File: src/rtl/matrix_mult_ctrl_if.sv
// Control/memory bus between matrix_mult_ctrl and the matrix store.
// master = controller side, slave = memory/requester side.
interface matrix_mult_ctrl_if;
   logic       start;
   logic       busy;
   logic       done;
   logic [1:0] mem_matrix_select;
   logic [1:0] mem_row;
   logic [1:0] mem_col;
   logic       mem_write_enable;
   logic [7:0] mem_write_data;
   logic [7:0] mem_read_data;

   modport master (
      input  start, mem_read_data,
      output busy, done, mem_matrix_select, mem_row, mem_col,
             mem_write_enable, mem_write_data
   );

   modport slave (
      output start, mem_read_data,
      input  busy, done, mem_matrix_select, mem_row, mem_col,
             mem_write_enable, mem_write_data
   );
endinterface

File: src/rtl/matrix_mult_ctrl.sv
// Sequential NxN byte matrix multiply controller: C = A x B over a shared memory port.
// Define MATRIX_MULT_SATURATE_EN to clamp result bytes at 8'hFF instead of truncating.
module matrix_mult_ctrl #(
   parameter int N     = 3,
   parameter int SRC_A = 0,
   parameter int SRC_B = 1,
   parameter int DST   = 2
) (
   input logic               clk,
   input logic               reset,
   matrix_mult_ctrl_if.master bus
);
   localparam logic [1:0] LAST = 2'(N - 1);
   localparam logic [1:0] SEL_A = 2'(SRC_A);
   localparam logic [1:0] SEL_B = 2'(SRC_B);
   localparam logic [1:0] SEL_C = 2'(DST);

   typedef enum logic [2:0] {IDLE, READ_A, READ_B, WRITE, DONE} state_t;

   state_t      state;
   logic [1:0]  i, j, k;
   logic [7:0]  a_reg;
   logic [17:0] acc;
   logic [15:0] prod;
   logic [17:0] acc_sum;
   logic [7:0]  result;

   assign prod    = 16'(a_reg) * 16'(bus.mem_read_data);
   assign acc_sum = acc + 18'(prod);

`ifdef MATRIX_MULT_SATURATE_EN
   assign result = (acc_sum > 18'd255) ? 8'hFF : acc_sum[7:0];
`else
   assign result = acc_sum[7:0];
`endif

   // Outputs are loaded together with the state they belong to, so every
   // output is a flop and never follows mem_read_data combinationally.
   always_ff @(posedge clk or posedge reset) begin
      if (reset) begin
         state                 <= IDLE;
         i                     <= '0;
         j                     <= '0;
         k                     <= '0;
         a_reg                 <= '0;
         acc                   <= '0;
         bus.busy              <= 1'b0;
         bus.done              <= 1'b0;
         bus.mem_matrix_select <= '0;
         bus.mem_row           <= '0;
         bus.mem_col           <= '0;
         bus.mem_write_enable  <= 1'b0;
         bus.mem_write_data    <= '0;
      end else begin
         case (state)
            IDLE: begin
               if (bus.start) begin
                  state                 <= READ_A;
                  i                     <= '0;
                  j                     <= '0;
                  k                     <= '0;
                  acc                   <= '0;
                  bus.busy              <= 1'b1;
                  bus.mem_matrix_select <= SEL_A;
                  bus.mem_row           <= '0;
                  bus.mem_col           <= '0;
               end
            end
            READ_A: begin
               a_reg                 <= bus.mem_read_data;
               state                 <= READ_B;
               bus.mem_matrix_select <= SEL_B;
               bus.mem_row           <= k;
               bus.mem_col           <= j;
            end
            READ_B: begin
               acc <= acc_sum;
               if (k < LAST) begin
                  k                     <= k + 2'd1;
                  state                 <= READ_A;
                  bus.mem_matrix_select <= SEL_A;
                  bus.mem_row           <= i;
                  bus.mem_col           <= k + 2'd1;
               end else begin
                  state                 <= WRITE;
                  bus.mem_matrix_select <= SEL_C;
                  bus.mem_row           <= i;
                  bus.mem_col           <= j;
                  bus.mem_write_enable  <= 1'b1;
                  bus.mem_write_data    <= result;
               end
            end
            WRITE: begin
               acc                  <= '0;
               k                    <= '0;
               bus.mem_write_enable <= 1'b0;
               bus.mem_write_data   <= '0;
               if (j < LAST || i < LAST) begin
                  state                 <= READ_A;
                  bus.mem_matrix_select <= SEL_A;
                  bus.mem_col           <= '0;
                  if (j < LAST) begin
                     j           <= j + 2'd1;
                     bus.mem_row <= i;
                  end else begin
                     j           <= '0;
                     i           <= i + 2'd1;
                     bus.mem_row <= i + 2'd1;
                  end
               end else begin
                  state                 <= DONE;
                  bus.done              <= 1'b1;
                  bus.mem_matrix_select <= '0;
                  bus.mem_row           <= '0;
                  bus.mem_col           <= '0;
               end
            end
            DONE: begin
               state    <= IDLE;
               bus.done <= 1'b0;
               bus.busy <= 1'b0;
            end
            default: state <= IDLE;
         endcase
      end
   end
endmodule
File: src/flat_wrapper.sv
// flat-port wrapper written by rule: the top's interface ports become plain ports
module matrix_mult_ctrl_flat 
#(
   parameter int N     = 3,
   parameter int SRC_A = 0,
   parameter int SRC_B = 1,
   parameter int DST   = 2
)
  (clk, reset, bus_start, bus_mem_read_data, bus_busy, bus_done, bus_mem_matrix_select, bus_mem_row, bus_mem_col, bus_mem_write_enable, bus_mem_write_data);
  matrix_mult_ctrl_if bus_i ();
  input logic clk;
  input logic reset;
  input wire logic [$bits(bus_i.start)-1:0] bus_start;
  input wire logic [$bits(bus_i.mem_read_data)-1:0] bus_mem_read_data;
  output wire logic [$bits(bus_i.busy)-1:0] bus_busy;
  output wire logic [$bits(bus_i.done)-1:0] bus_done;
  output wire logic [$bits(bus_i.mem_matrix_select)-1:0] bus_mem_matrix_select;
  output wire logic [$bits(bus_i.mem_row)-1:0] bus_mem_row;
  output wire logic [$bits(bus_i.mem_col)-1:0] bus_mem_col;
  output wire logic [$bits(bus_i.mem_write_enable)-1:0] bus_mem_write_enable;
  output wire logic [$bits(bus_i.mem_write_data)-1:0] bus_mem_write_data;
  assign bus_i.start = bus_start;
  assign bus_i.mem_read_data = bus_mem_read_data;
  assign bus_busy = bus_i.busy;
  assign bus_done = bus_i.done;
  assign bus_mem_matrix_select = bus_i.mem_matrix_select;
  assign bus_mem_row = bus_i.mem_row;
  assign bus_mem_col = bus_i.mem_col;
  assign bus_mem_write_enable = bus_i.mem_write_enable;
  assign bus_mem_write_data = bus_i.mem_write_data;
  matrix_mult_ctrl #(.N(N), .SRC_A(SRC_A), .SRC_B(SRC_B), .DST(DST)) u_core (.clk(clk), .reset(reset), .bus(bus_i));
endmodule
File: config.mk
export PLATFORM = sky130hd
export DESIGN_NAME = matrix_mult_ctrl_flat
export DESIGN_NICKNAME = d
export VERILOG_FILES = /design/src/rtl/matrix_mult_ctrl_if.sv /design/src/rtl/matrix_mult_ctrl.sv /design/src/flat_wrapper.sv
export SDC_FILE = /design/constraint.sdc
export NUM_CORES = 1
export LEC_CHECK = 0
export ABC_AREA = 1
export CAP_MARGIN = 20
export CORE_ASPECT_RATIO = 1.1
export CORE_MARGIN = 2
export CORE_UTILIZATION = 45
export CTS_BUF_LIST = sky130_fd_sc_hd__clkbuf_8
export CTS_CLUSTER_DIAMETER = 100
export DETAILED_ROUTE_END_ITERATION = 8
export PLACE_DENSITY = 0.65
export SKIP_CTS_REPAIR_TIMING = 1
export SLEW_MARGIN = 20
export SYNTH_ARGS = -nofsm -noshare
export SYNTH_HDL_FRONTEND = slang
export SYNTH_SLANG_ARGS = --single-unit
File: constraint.sdc
create_clock -name clk -period 4.4 [get_ports clk]
set_input_delay 1.1 -clock clk [delete_from_list [all_inputs] [get_ports clk]]
set_output_delay 1.1 -clock clk [all_outputs]
set_load 0.02 [all_outputs]
# After elaboration in Yosys (flattened, before gate mapping)
# Index checks and enable logic that the tools add are counted.
dict set report classes {
  addsub 4
  n_mul 1
  n_lt_le_gt_ge 3
  n_eq_ne 9
  muxes 29
  n_reduce_logical 15
}
# cell count
set ops {}
lappend ops {{18-bit one-hot mux with 3 select lines} 1}
lappend ops {{2-bit one-hot mux with 4 select lines} 3}
lappend ops {{2-bit 2-to-1 mux} 10}
lappend ops {{18-bit by 16-bit adder with 18-bit output} 1}
lappend ops {{18-bit 2-to-1 mux} 1}
lappend ops {{8-bit by 8-bit multiplier with 16-bit output} 1}
lappend ops {{8-bit one-hot mux with 2 select lines} 1}
lappend ops {{3-bit one-hot mux with 4 select lines} 1}
lappend ops {{2-bit AND reduction} 5}
lappend ops {{8-bit 2-to-1 mux} 1}
lappend ops {{2-bit one-hot mux with 2 select lines} 2}
lappend ops {{2-bit nonzero test} 4}
lappend ops {{2-bit by 1-bit adder with 2-bit output, second input constant} 3}
lappend ops {{3-bit by 2-bit == test with 1-bit output, second input constant} 2}
lappend ops {{2-bit less-than comparator, second input constant} 3}
lappend ops {{3-bit 2-to-1 mux} 2}
lappend ops {{2-bit != test, second input constant} 3}
lappend ops {{1-bit one-hot mux with 2 select lines} 3}
lappend ops {{2-bit one-hot mux with 3 select lines} 1}
lappend ops {{3-bit AND reduction} 2}
lappend ops {{2-bit by 1-bit != test with 1-bit output, second input constant} 2}
lappend ops {{4-bit nonzero test} 1}
lappend ops {{3-bit by 1-bit == test with 1-bit output, second input constant} 1}
lappend ops {{3-bit == test, second input constant} 1}
lappend ops {{4 further kinds} 6}
dict set report totals {
  regBits 52
  input_bits 11
  output_inout_bits 17
  elab_cells 74
}

# Logic depth before layout (Yosys ltp)
# Gate-level depths: netlist of the first run.
dict set report logic_depth {
  depth_word 4
  ltp_mapped 22
  depth_no_buf 21
}

# Worst setup path before layout of the first run
# No wires, ideal clock.
dict set report synth_path {
  path_type {in2reg}
  from {input port bus_mem_read_data[1]}
  to {register u_core.bus.mem_write_data[7] in the netlist's numbering}
  setup_ps 117
  arrival_ps 4383
  required_time_ps 4283
  setup_slack_ps -100
  cell_stages 20
  path_buffers 1
  path_cell_list {buf_4 -> nand2_1 -> fa_1 -> inv_1 -> fa_1 -> inv_1 -> fa_1 -> fa_1 -> inv_1 -> ha_1 -> nand2_1 -> nand2_1 -> nor2_1 -> nand2_1 -> nand2_1 -> inv_1 -> nand3_1 -> nand3_1 -> nand3_1 -> nand2_1}
}
dict set report synth_between {
  elab_chain_cells 4
}
# element line
set synth_rtl {}
lappend synth_rtl {{start, declared} flat_wrapper.sv:14} ;# input wire logic [$bits(bus_i.mem_read_data)-1:0] bus_mem_read_data;
lappend synth_rtl {{8-bit by 8-bit multiplier with 16-bit output} matrix_mult_ctrl.sv:28} ;# assign prod = 16'(a_reg) * 16'(bus.mem_read_data);
lappend synth_rtl {{18-bit by 16-bit adder with 18-bit output} matrix_mult_ctrl.sv:29} ;# assign acc_sum = acc + 18'(prod);
lappend synth_rtl {{8-bit 2-to-1 mux} matrix_mult_ctrl.sv:78} ;# if (k < LAST) begin
lappend synth_rtl {{8-bit one-hot mux with 2 select lines} matrix_mult_ctrl.sv:55} ;# case (state)
lappend synth_rtl {{end signal, assigned} matrix_mult_ctrl.sv:90} ;# bus.mem_write_data <= result;
lappend synth_rtl {{end, declared} matrix_mult_ctrl_if.sv:17} ;# mem_write_enable, mem_write_data
# Every way passes these cells. The select of a mux whose other input is x is not followed.
# A chain may end at the register's enable or synchronous reset.

# Worst setup path after layout of the first run
# Same ends and word-level chain as after synthesis.

==> metrics.md, run 1 <==
| Metric | Value |
|---|---|
| Run status | `finished, final reports clean` |
| Routed vias | `2386` |
| R2R setup slack | `0.54 ns` |
| Die X-Extent | `81.9 um` |
| Cell taking the most area after synthesis | `dfrtp_1` |
| Area grow syn2layout | `19.6%` |
| Mapped cell area | `3000 um2` |
| Share of flip-flops with an asynchronous set or reset | `100%` |
| # diodes | `0` |
| Kind of cell adding the most delay to the critical path | `adder cells` |
| Worst reg2reg path depth | `20` |
| Reg2reg end | `u_core.bus.mem_write_data[7]` |
| Crit path cell chain | `buf_4 -> nand2_1 -> fa_1 -> inv_1 -> ha_1 -> ha_1 -> inv_1 -> fa_1 -> inv_1 -> ha_2 -> fa_2 -> nand3_2 -> inv_1 -> nor2_1 -> nand2_1 -> nand2_1 -> inv_1 -> nand3_1 -> nand3_1 -> nand3_1 -> nand2_1` |
| Max incr delay on CP | `0.55 ns` |
| Net count after synthesis | `425` |
| Share of layout cells above drive strength 1 | `14.4%` |
| Worst-Skew Late Latency | `0.30 ns` |
| Leak pwr | `2.04 nW` |
| Worst R2R Start | `u_core.a_reg[2]` |
| Required @ worst endpoint | `4.60 ns` |
| Top achievable clock speed | `237 MHz` |
| Element type at the critical path start | `input port` |
| Remaining DRCs | `0` |
| Synth Instances | `379` |
| Port bufs | `27` |
| Worst Tran Pin Value | `0.866 ns` |
| Unrepaired setup endpoints after global routing | `no` |
| Slew headroom | `42.0%` |
| CP Capture Type | `flop` |
| Post-synthesis cell type count | `33` |
| TNS Setup | `0 ns` |
| PD cells | `860 nW/um2` |
| Synth Warn # | `0` |
| Vias/cell | `4.71` |
| Period minus WS final | `4.23 ns` |
| Total CTS buffers | `5` |
| Clk sink count | `42` |
| Final setup viols | `0` |
| Die Area | `7340 um2` |
| WP buf/inv | `6` |
| I/O pin count | `28` |
| Top cells by count, synth | `nand2_1 (140), inv_1 (75), dfrtp_1 (42), fa_1 (18), nand3_1 (18)` |
| H-Tree Depth | `2` |
| Routed Antenna Nets | `0` |
| Worst hold path startpoint | `u_core.bus.mem_matrix_select[0]` |
| Bufs on Longest Clock Path | `2` |
| Die H | `89.7 um` |
| Flops & latches, synth | `42` |
| Largest net degree at the start of global routing | `43` |
| Final WL | `6450 um` |
| Kind of critical path | `in -> reg` |
| Hold Slack | `0.480 ns` |
| VDD IR max | `0.374 mV` |
| Final Hold Fails | `0` |
| FP Rows | `31` |
| Clock Tree Root | `clkbuf_8` |
| GRT Overall Usage | `19.8%` |
| Final worst-path cycle share | `96.1%` |
| Hold Crit Endpoint | `u_core.bus.mem_matrix_select[0]` |
| Most common cell in the netlist | `nand2_1` |
| Fin Clk Skew | `0.00479 ns` |
| Initial core utilization | `46.1%` |
| CTS tree | `built` |
| Crit path depth | `21` |
| Crit path top cell by count | `inv_1` |
| First-pass iteration count of the detailed router | `4` |
| First-pass GRT wire length | `10900 um` |
| Placer Congestion | `0.811` |
| Hpwl dp | `5040 um` |
| Fin nets | `470` |
| Worst-path fanout max | `6` |
| Initial antenna violation count | `0` |
| Slew Limit Fails | `0` |
| Hold Path Depth | `2` |
| Worst-path clk slew | `0.08 ns` |
| Iteration-0 DRC count of the detailed router | `90` |
| EDFF count, synth | `0` |
| Sequential area share after synthesis | `35.0%` |
| Synth top area share | `35.0%` |
| GRT overflow | `0` |
| Crit path DAT | `4.42 ns` |
| Worst hold path class | `reg -> reg` |
| Synth top area cells | `dfrtp_1 (35%), nand2_1 (18%), fa_1 (12%)` |
| Syn Area/Cell | `7.92 um2` |
| Max_cap viols | `0` |
| WL per Instance | `12.7 um` |
| Worst path slowest cell | `fa_1` |
| Ys flop type | `dfrtp_1` |
| Core ar. | `6520 um2` |
| Vias in the first global route | `2287` |
## kinds of logic (layout without fill, tap and decap cells)
| logic type | count (synthesis) | after routing | share of synthesized area [%] |
|---|---|---|---|
| adders and majority gates | 35 | 35 | 19.1 |
| DFF | 42 | 42 | 35.0 |
| xor gates and xnor gates | 5 | 5 | 1.46 |
| buffers and inverters | 88 | 134 | 11.9 |
| and+or+nand+nor | 180 | 180 | 26.2 |
| AOI/OAI and AO/OA | 29 | 29 | 6.34 |
## report_power, final
group	total, mW	switching, mW	leakage [nW]	internal (mW)
combinational	2.16	1.22	1.43	0.938
sequential	0.658	0.132	0.550	0.525
clock	0.267	0.139	0.0530	0.127
## layer usage
metal	up-vias	track usage, %	share of wire [%]
met1	1128	26.1	46
met3	6	2.90	2.5
met2	23	33.6	50
li1	1229	-	-
met4	0	6.82	1.5
met5	-	0	0
## per-stage QoR
stage / setup WS, ns / power, mW / cells / utilization [%] / instance area, um2
floorplan: 0.00121 / 2.13 / 379 / - / 3030
CTS: -0.414 / 3.09 / 506 / 54.7 / 3560
global route: 0.0203 / 3.44 / 507 / 55.1 / 3590
global placement: -0.691 / 2.75 / 498 / 53.2 / 3470
detailed placement: -0.724 / 2.81 / 498 / 53.2 / 3470
finish: 0.173 / 3.09 / 507 / 55.1 / 3590
## how the worst max path moves through the flow
| stage | from | end | slack (ns) |
|---|---|---|---|
| global placement | bus_mem_read_data[0] | u_core.acc[7] | -0.69 |
| global route | bus_mem_read_data[1] | u_core.acc[7] | 0.02 |
| detailed placement | bus_mem_read_data[0] | u_core.bus.mem_write_data[7] | -0.72 |
| finish | bus_mem_read_data[1] | u_core.bus.mem_write_data[7] | 0.17 |
| floorplan | bus_mem_read_data[1] | u_core.bus.mem_write_data[7] | 0.001 |
| CTS | bus_mem_read_data[0] | u_core.bus.mem_write_data[7] | -0.41 |
## worst register-to-register path, stage by stage (launching register included)
cell,delay (ns)
dfrtp_1,0.51
nand2_1,0.13
fa_1,0.55
inv_1,0.05
ha_1,0.29
ha_1,0.28
inv_1,0.05
fa_1,0.53
inv_1,0.04
ha_2,0.19
fa_2,0.41
nand3_2,0.09
inv_1,0.04
nor2_1,0.09
nand2_1,0.05
nand2_1,0.07
inv_1,0.04
nand3_1,0.08
nand3_1,0.09
nand3_1,0.10
nand2_1,0.05
## cell type report
| class | instances | area, um2 |
|---|---|---|
| Multi-Input combinational cell | 249 | 1620 |
| Fill cell | 648 | 2930 |
| Tap cell | 82 | 103 |
| Inverter | 82 | 315 |
| Sequential cell | 42 | 1050 |
| Clock inverter | 2 | 12.5 |
| Clock buffer | 6 | 82.6 |
| Timing Repair Buffer | 44 | 404 |
## placed cells by master (no fill, tap or decap), drive strengths merged, types with 6 or more instances in the layout
| cell | count |
|---|---|
| buf | 19 |
| clkbuf | 6 |
| clkdlybuf4s50 | 22 |
| dfrtp | 42 |
| fa | 18 |
| ha | 17 |
| inv | 84 |
| nand2 | 146 |
| nand3 | 18 |
| nor2 | 11 |
| o21ai | 16 |
Note: power is estimated with default switching activity, not from simulation.
==> run 2, diff against run 1 <==
--- a/config.mk
+++ b/config.mk
@@ -15,3 +15,3 @@
 export DETAILED_ROUTE_END_ITERATION = 8
-export PLACE_DENSITY = 0.65
+export PLACE_DENSITY = 0.68
 export SKIP_CTS_REPAIR_TIMING = 1
==> constraint.sdc (replaced) <==
create_clock -name clk -period 3.45 [get_ports clk]
set_input_delay 0.5175 -clock clk [delete_from_list [all_inputs] [get_ports clk]]
set_output_delay 0.5175 -clock clk [all_outputs]
set_load 0.02 [all_outputs]
==> run 2 against run 1 <==
- the flow now finishes with violations (setup timing)
- setup slack got worse by 0.44 ns
- die area stayed put
- global-route usage fell by 0.20 points
- largest cell class unchanged
==> metrics.md, run 2 (synthesized netlist as in run 1, its figures left out) <==
| Metric | Value |
|---|---|
| Slew Limit Fails | `0` |
| Vias/cell | `4.76` |
| Element type at the critical path start | `input port` |
| Fin Clk Skew | `0.00936 ns` |
| Routed Antenna Nets | `0` |
| CP Capture Type | `flop` |
| Crit path cell chain | `clkbuf_2 -> nand2_2 -> fa_1 -> inv_1 -> fa_1 -> inv_2 -> fa_1 -> fa_1 -> inv_2 -> ha_4 -> nand3_4 -> inv_2 -> nor2_1 -> nand2_1 -> nand2_2 -> inv_2 -> nand3_2 -> nand2_2 -> nand2_2 -> nand3_2 -> nand2_1` |
| CTS tree | `built` |
| Iteration-0 DRC count of the detailed router | `141` |
| Period minus WS final | `3.72 ns` |
| Placer Congestion | `0.829` |
| Fin nets | `483` |
| Pre-CTS setup slack | `-1.03 ns` |
| Final design utilization | `58.0%` |
| Kind of critical path | `in -> reg` |
| Bufs on Longest Clock Path | `2` |
| Die H | `89.7 um` |
| Area grow syn2layout | `25.9%` |
| Final WL | `6570 um` |
| Initial antenna violation count | `0` |
| Non-filler cells, final | `520` |
| First-pass iteration count of the detailed router | `4` |
| Initial core utilization | `46.1%` |
| Unrepaired setup endpoints after global routing | `yes` |
| Remaining DRCs | `0` |
| H-Tree Depth | `2` |
| Most frequent cells in the layout | `nand2_1 (131), inv_1 (69), dfrtp_1 (41)` |
| WL per Instance | `12.6 um` |
| Fillers | `610` |
| Share of layout cells above drive strength 1 | `22.1%` |
| Die Area | `7340 um2` |
| Die X-Extent | `81.9 um` |
| # diodes | `0` |
| Routed vias | `2477` |
| Final setup margin | `-0.265 ns` |
| GRT overflow | `0` |
| FP Rows | `31` |
| Worst path slowest cell | `fa_1` |
| Inst Count DP | `508` |
| Required @ worst endpoint | `3.64 ns` |
| Max incr delay on CP | `0.53 ns` |
| Most common cell after layout, fill and taps aside | `nand2_1` |
| Total CTS buffers | `5` |
| Vias in the first global route | `2421` |
| Final Hold Fails | `0` |
| Worst hold path class | `reg -> reg` |
| Worst Tran Pin Value | `0.537 ns` |
| Core ar. | `6520 um2` |
| Clock Tree Root | `clkbuf_8` |
| Slew headroom | `64.2%` |
| Worst-Skew Late Latency | `0.30 ns` |
| Max_cap viols | `0` |
| Largest net degree at the start of global routing | `43` |
| Worst-path fanout max | `6` |
| Run status | `finished, violations left` |
| Worst-path clk slew | `0.08 ns` |
| TNS Setup | `-0.811 ns` |
| Hpwl dp | `5100 um` |
| I/O pin count | `28` |
| GRT Overall Usage | `19.6%` |
| Final setup viols | `6` |
| Final worst-path cycle share | `108%` |
| Failing checks | `setup timing` |
| Clk sink count | `42` |
| Port bufs | `27` |
| Crit path DAT | `3.90 ns` |
| Top achievable clock speed | `269 MHz` |
| First-pass GRT wire length | `11000 um` |
[run 2: stage by stage]
stage | hold WS [ns] | instance area (um2)
finish | 0.485 | 3780
global route | 0.508 | 3780
CTS | 0.494 | 3660
detailed placement | 0.466 | 3570
global placement | 0.460 | 3570
floorplan | 0.446 | 3060
[run 2: path summary, 6_finish.rpt]
kind                                                 start                              end  slack (ns)  depth (start not counted)
max in group asynchronous                            reset                  u_core.a_reg[1]        2.39                          3
setup reg to reg                           u_core.a_reg[2]     u_core.bus.mem_write_data[7]       -0.25                         21
setup / recovery                      bus_mem_read_data[0]     u_core.bus.mem_write_data[7]       -0.27                         21
min in group asynchronous                            reset     u_core.bus.mem_write_data[2]        0.65                          3
hold / removal             u_core.bus.mem_matrix_select[1]  u_core.bus.mem_matrix_select[1]        0.49                          2
hold reg to reg            u_core.bus.mem_matrix_select[1]  u_core.bus.mem_matrix_select[1]        0.49                          2
[run 2: final cells by class]
type	instances	area, um2	share of cell area [%]
clock inverters	3	23.8	0.629
repair buffers	57	500	13.2
clock buffers	5	68.8	1.82
flip-flops and latches	42	1050	27.8
well taps	82	103	2.72
inverters	82	315	8.34
multi-input cells	249	1720	45.4
[run 2: per-layer routing]
| layer | share of wire, % | up-vias | global-route usage (%) |
|---|---|---|---|
| met4 | 1.2 | 0 | 5.30 |
| li1 | - | 1254 | - |
| met1 | 46 | 1181 | 26.8 |
| met5 | 0 | - | 0 |
| met2 | 50 | 36 | 33.0 |
| met3 | 2.5 | 6 | 2.80 |
[run 2: critical path, delay by kind of cell]
family / cells / cell delay [ns]
adder cells (fa/ha/maj): 5 / 2.29
buffers and inverters: 6 / 0.39
AND/OR/NAND/NOR: 10 / 0.70
Power of run 2 is not shown: default switching activity piles up to over one toggle a cycle in this logic, so the estimate is an artifact.
==> run 3, diff against run 2 <==
- PLACE_DENSITY: 0.68 -> 0.65
- SETUP_SLACK_MARGIN: default -> 0.15
- clock period: 3.45 -> 3.9 ns (I/O delays scaled with it)
==> run 3 against run 2 <==
- the flow now finishes without violations
- critical path depth stayed put
- first-iteration DRC count shrank 30%
- die area is the same
- setup slack improved by 0.43 ns
- routed wire length about the same
- highest routed layer unchanged
==> metrics.md, run 3 (synthesized netlist as in run 1, its figures left out) <==
| Metric | Value |
|---|---|
| Run status | `finished, final reports clean` |
| Element type at the critical path start | `input port` |
| Worst Tran Pin Value | `0.859 ns` |
| Worst-Skew Late Latency | `0.31 ns` |
| Required @ worst endpoint | `4.09 ns` |
| Placer Congestion | `0.871` |
| Area grow syn2layout | `21.9%` |
| Routed Antenna Nets | `0` |
| Max_cap viols | `0` |
| Die Area | `7340 um2` |
| First-pass GRT wire length | `11100 um` |
| GRT overflow | `0` |
| Clk sink count | `42` |
| Most frequent cells in the layout | `nand2_1 (136), inv_1 (69), dfrtp_1 (39)` |
| Period minus WS final | `3.74 ns` |
| First-pass iteration count of the detailed router | `4` |
| Die X-Extent | `81.9 um` |
| CP Capture Type | `flop` |
| Port bufs | `27` |
| Worst hold path class | `reg -> reg` |
| CTS tree | `built` |
| Slew Limit Fails | `0` |
| Final setup viols | `0` |
| Worst-path fanout max | `6` |
| Unrepaired setup endpoints after global routing | `yes` |
| Design area | `3660 um2` |
| Crit path DAT | `3.93 ns` |
| TNS Setup | `0 ns` |
| Total CTS buffers | `5` |
| # diodes | `0` |
| Bufs on Longest Clock Path | `2` |
| Final WL | `6570 um` |
| Initial antenna violation count | `0` |
| Final Hold Fails | `0` |
| Kind of cell adding the most delay to the critical path | `adder cells` |
| Worst path slowest cell | `fa_1` |
| Remaining DRCs | `0` |
| I/O pin count | `28` |
| Clock Tree Root | `clkbuf_8` |
| WL per Instance | `12.8 um` |
| Max incr delay on CP | `0.54 ns` |
| DP Area | `3500 um2` |
| Final worst-path cycle share | `95.8%` |
| Largest net degree at the start of global routing | `24` |
| Routed vias | `2460` |
| GRT Overall Usage | `19.9%` |
| Sequential cell area | `1050 um2` |
| FP Rows | `31` |
| Most common cell after layout, fill and taps aside | `nand2_1` |
| Iteration-0 DRC count of the detailed router | `99` |
| Multi-input logic area | `1650 um2` |
| Top achievable clock speed | `268 MHz` |
| Share of layout cells above drive strength 1 | `19.0%` |
| Vias/cell | `4.79` |
| Die H | `89.7 um` |
| Hpwl dp | `5210 um` |
| Worst-path clk slew | `0.09 ns` |
| Slew headroom | `42.7%` |
| Fillers | `619` |
| Fin nets | `477` |
| Crit path cell chain | `buf_4 -> nand2_2 -> fa_1 -> inv_2 -> fa_1 -> inv_2 -> fa_1 -> fa_1 -> inv_2 -> ha_4 -> nand3_4 -> inv_2 -> nor2_1 -> nand2_1 -> nand2_1 -> inv_1 -> nand3_2 -> nand2_1 -> nand2_1 -> nand3_1 -> nand2_1` |
| Fin Clk Skew | `0.0148 ns` |
| Vias in the first global route | `2390` |
| H-Tree Depth | `2` |
| Initial core utilization | `46.1%` |
| WP buf/inv | `6` |
| Core ar. | `6520 um2` |
| Final design utilization | `56.1%` |
| Crit path top cell by count | `nand2_1` |
| Kind of critical path | `in -> reg` |
run 3: stage by stage:
step           instances  hold slack [ns]  worst slack, ns
2_1_floorplan        379            0.446            0.125
3_3_place_gp         501            0.461           -0.621
3_5_place_dp         501            0.466           -0.660
4_1_cts              509            0.496           -0.352
5_1_grt              514            0.511         -0.00591
6_report             514            0.484            0.165
run 3: metal layers:
metal  global-route usage (%)  up-vias  wire length, um
met1                     26.0     1174             3020
met3                     2.80        7              139
met4                     6.06        0               70
met2                     34.4       33             3340
li1                         -     1246                -
met5                        0        -                0
run 3: worst paths after layout:
kind	slack (ns)	to	from	cells past startpoint
worst min-delay path	0.48	u_core.bus.mem_matrix_select[0]	u_core.bus.mem_matrix_select[0]	2
worst max register to register	0.17	u_core.acc[7]	u_core.a_reg[6]	20
worst max-delay path	0.16	u_core.acc[7]	bus_mem_read_data[1]	21
max in group asynchronous	2.33	u_core.a_reg[3]	reset	3
min in group asynchronous	0.75	u_core.bus.mem_col[1]	reset	2
worst min register to register	0.48	u_core.bus.mem_matrix_select[0]	u_core.bus.mem_matrix_select[0]	2
run 3: final cells by class:
| class | instances | area share [%] |
|---|---|---|
| well taps | 82 | 2.80 |
| clock inverters | 3 | 0.650 |
| inverters | 82 | 8.62 |
| multi-input cells | 249 | 45.0 |
| repair buffers | 51 | 12.2 |
| clock buffers | 5 | 1.88 |
| flip-flops and latches | 42 | 28.8 |
run 3: worst register-to-register path: cells and delay by family, from the launching register on:
family / cells / cell delay (ns)
DFF: 1 / 0.43
and+or+nand+nor: 10 / 0.64
buffers and inverters: 5 / 0.24
adders and majority gates: 5 / 2.31
Power of run 3 is left out for the same reason.
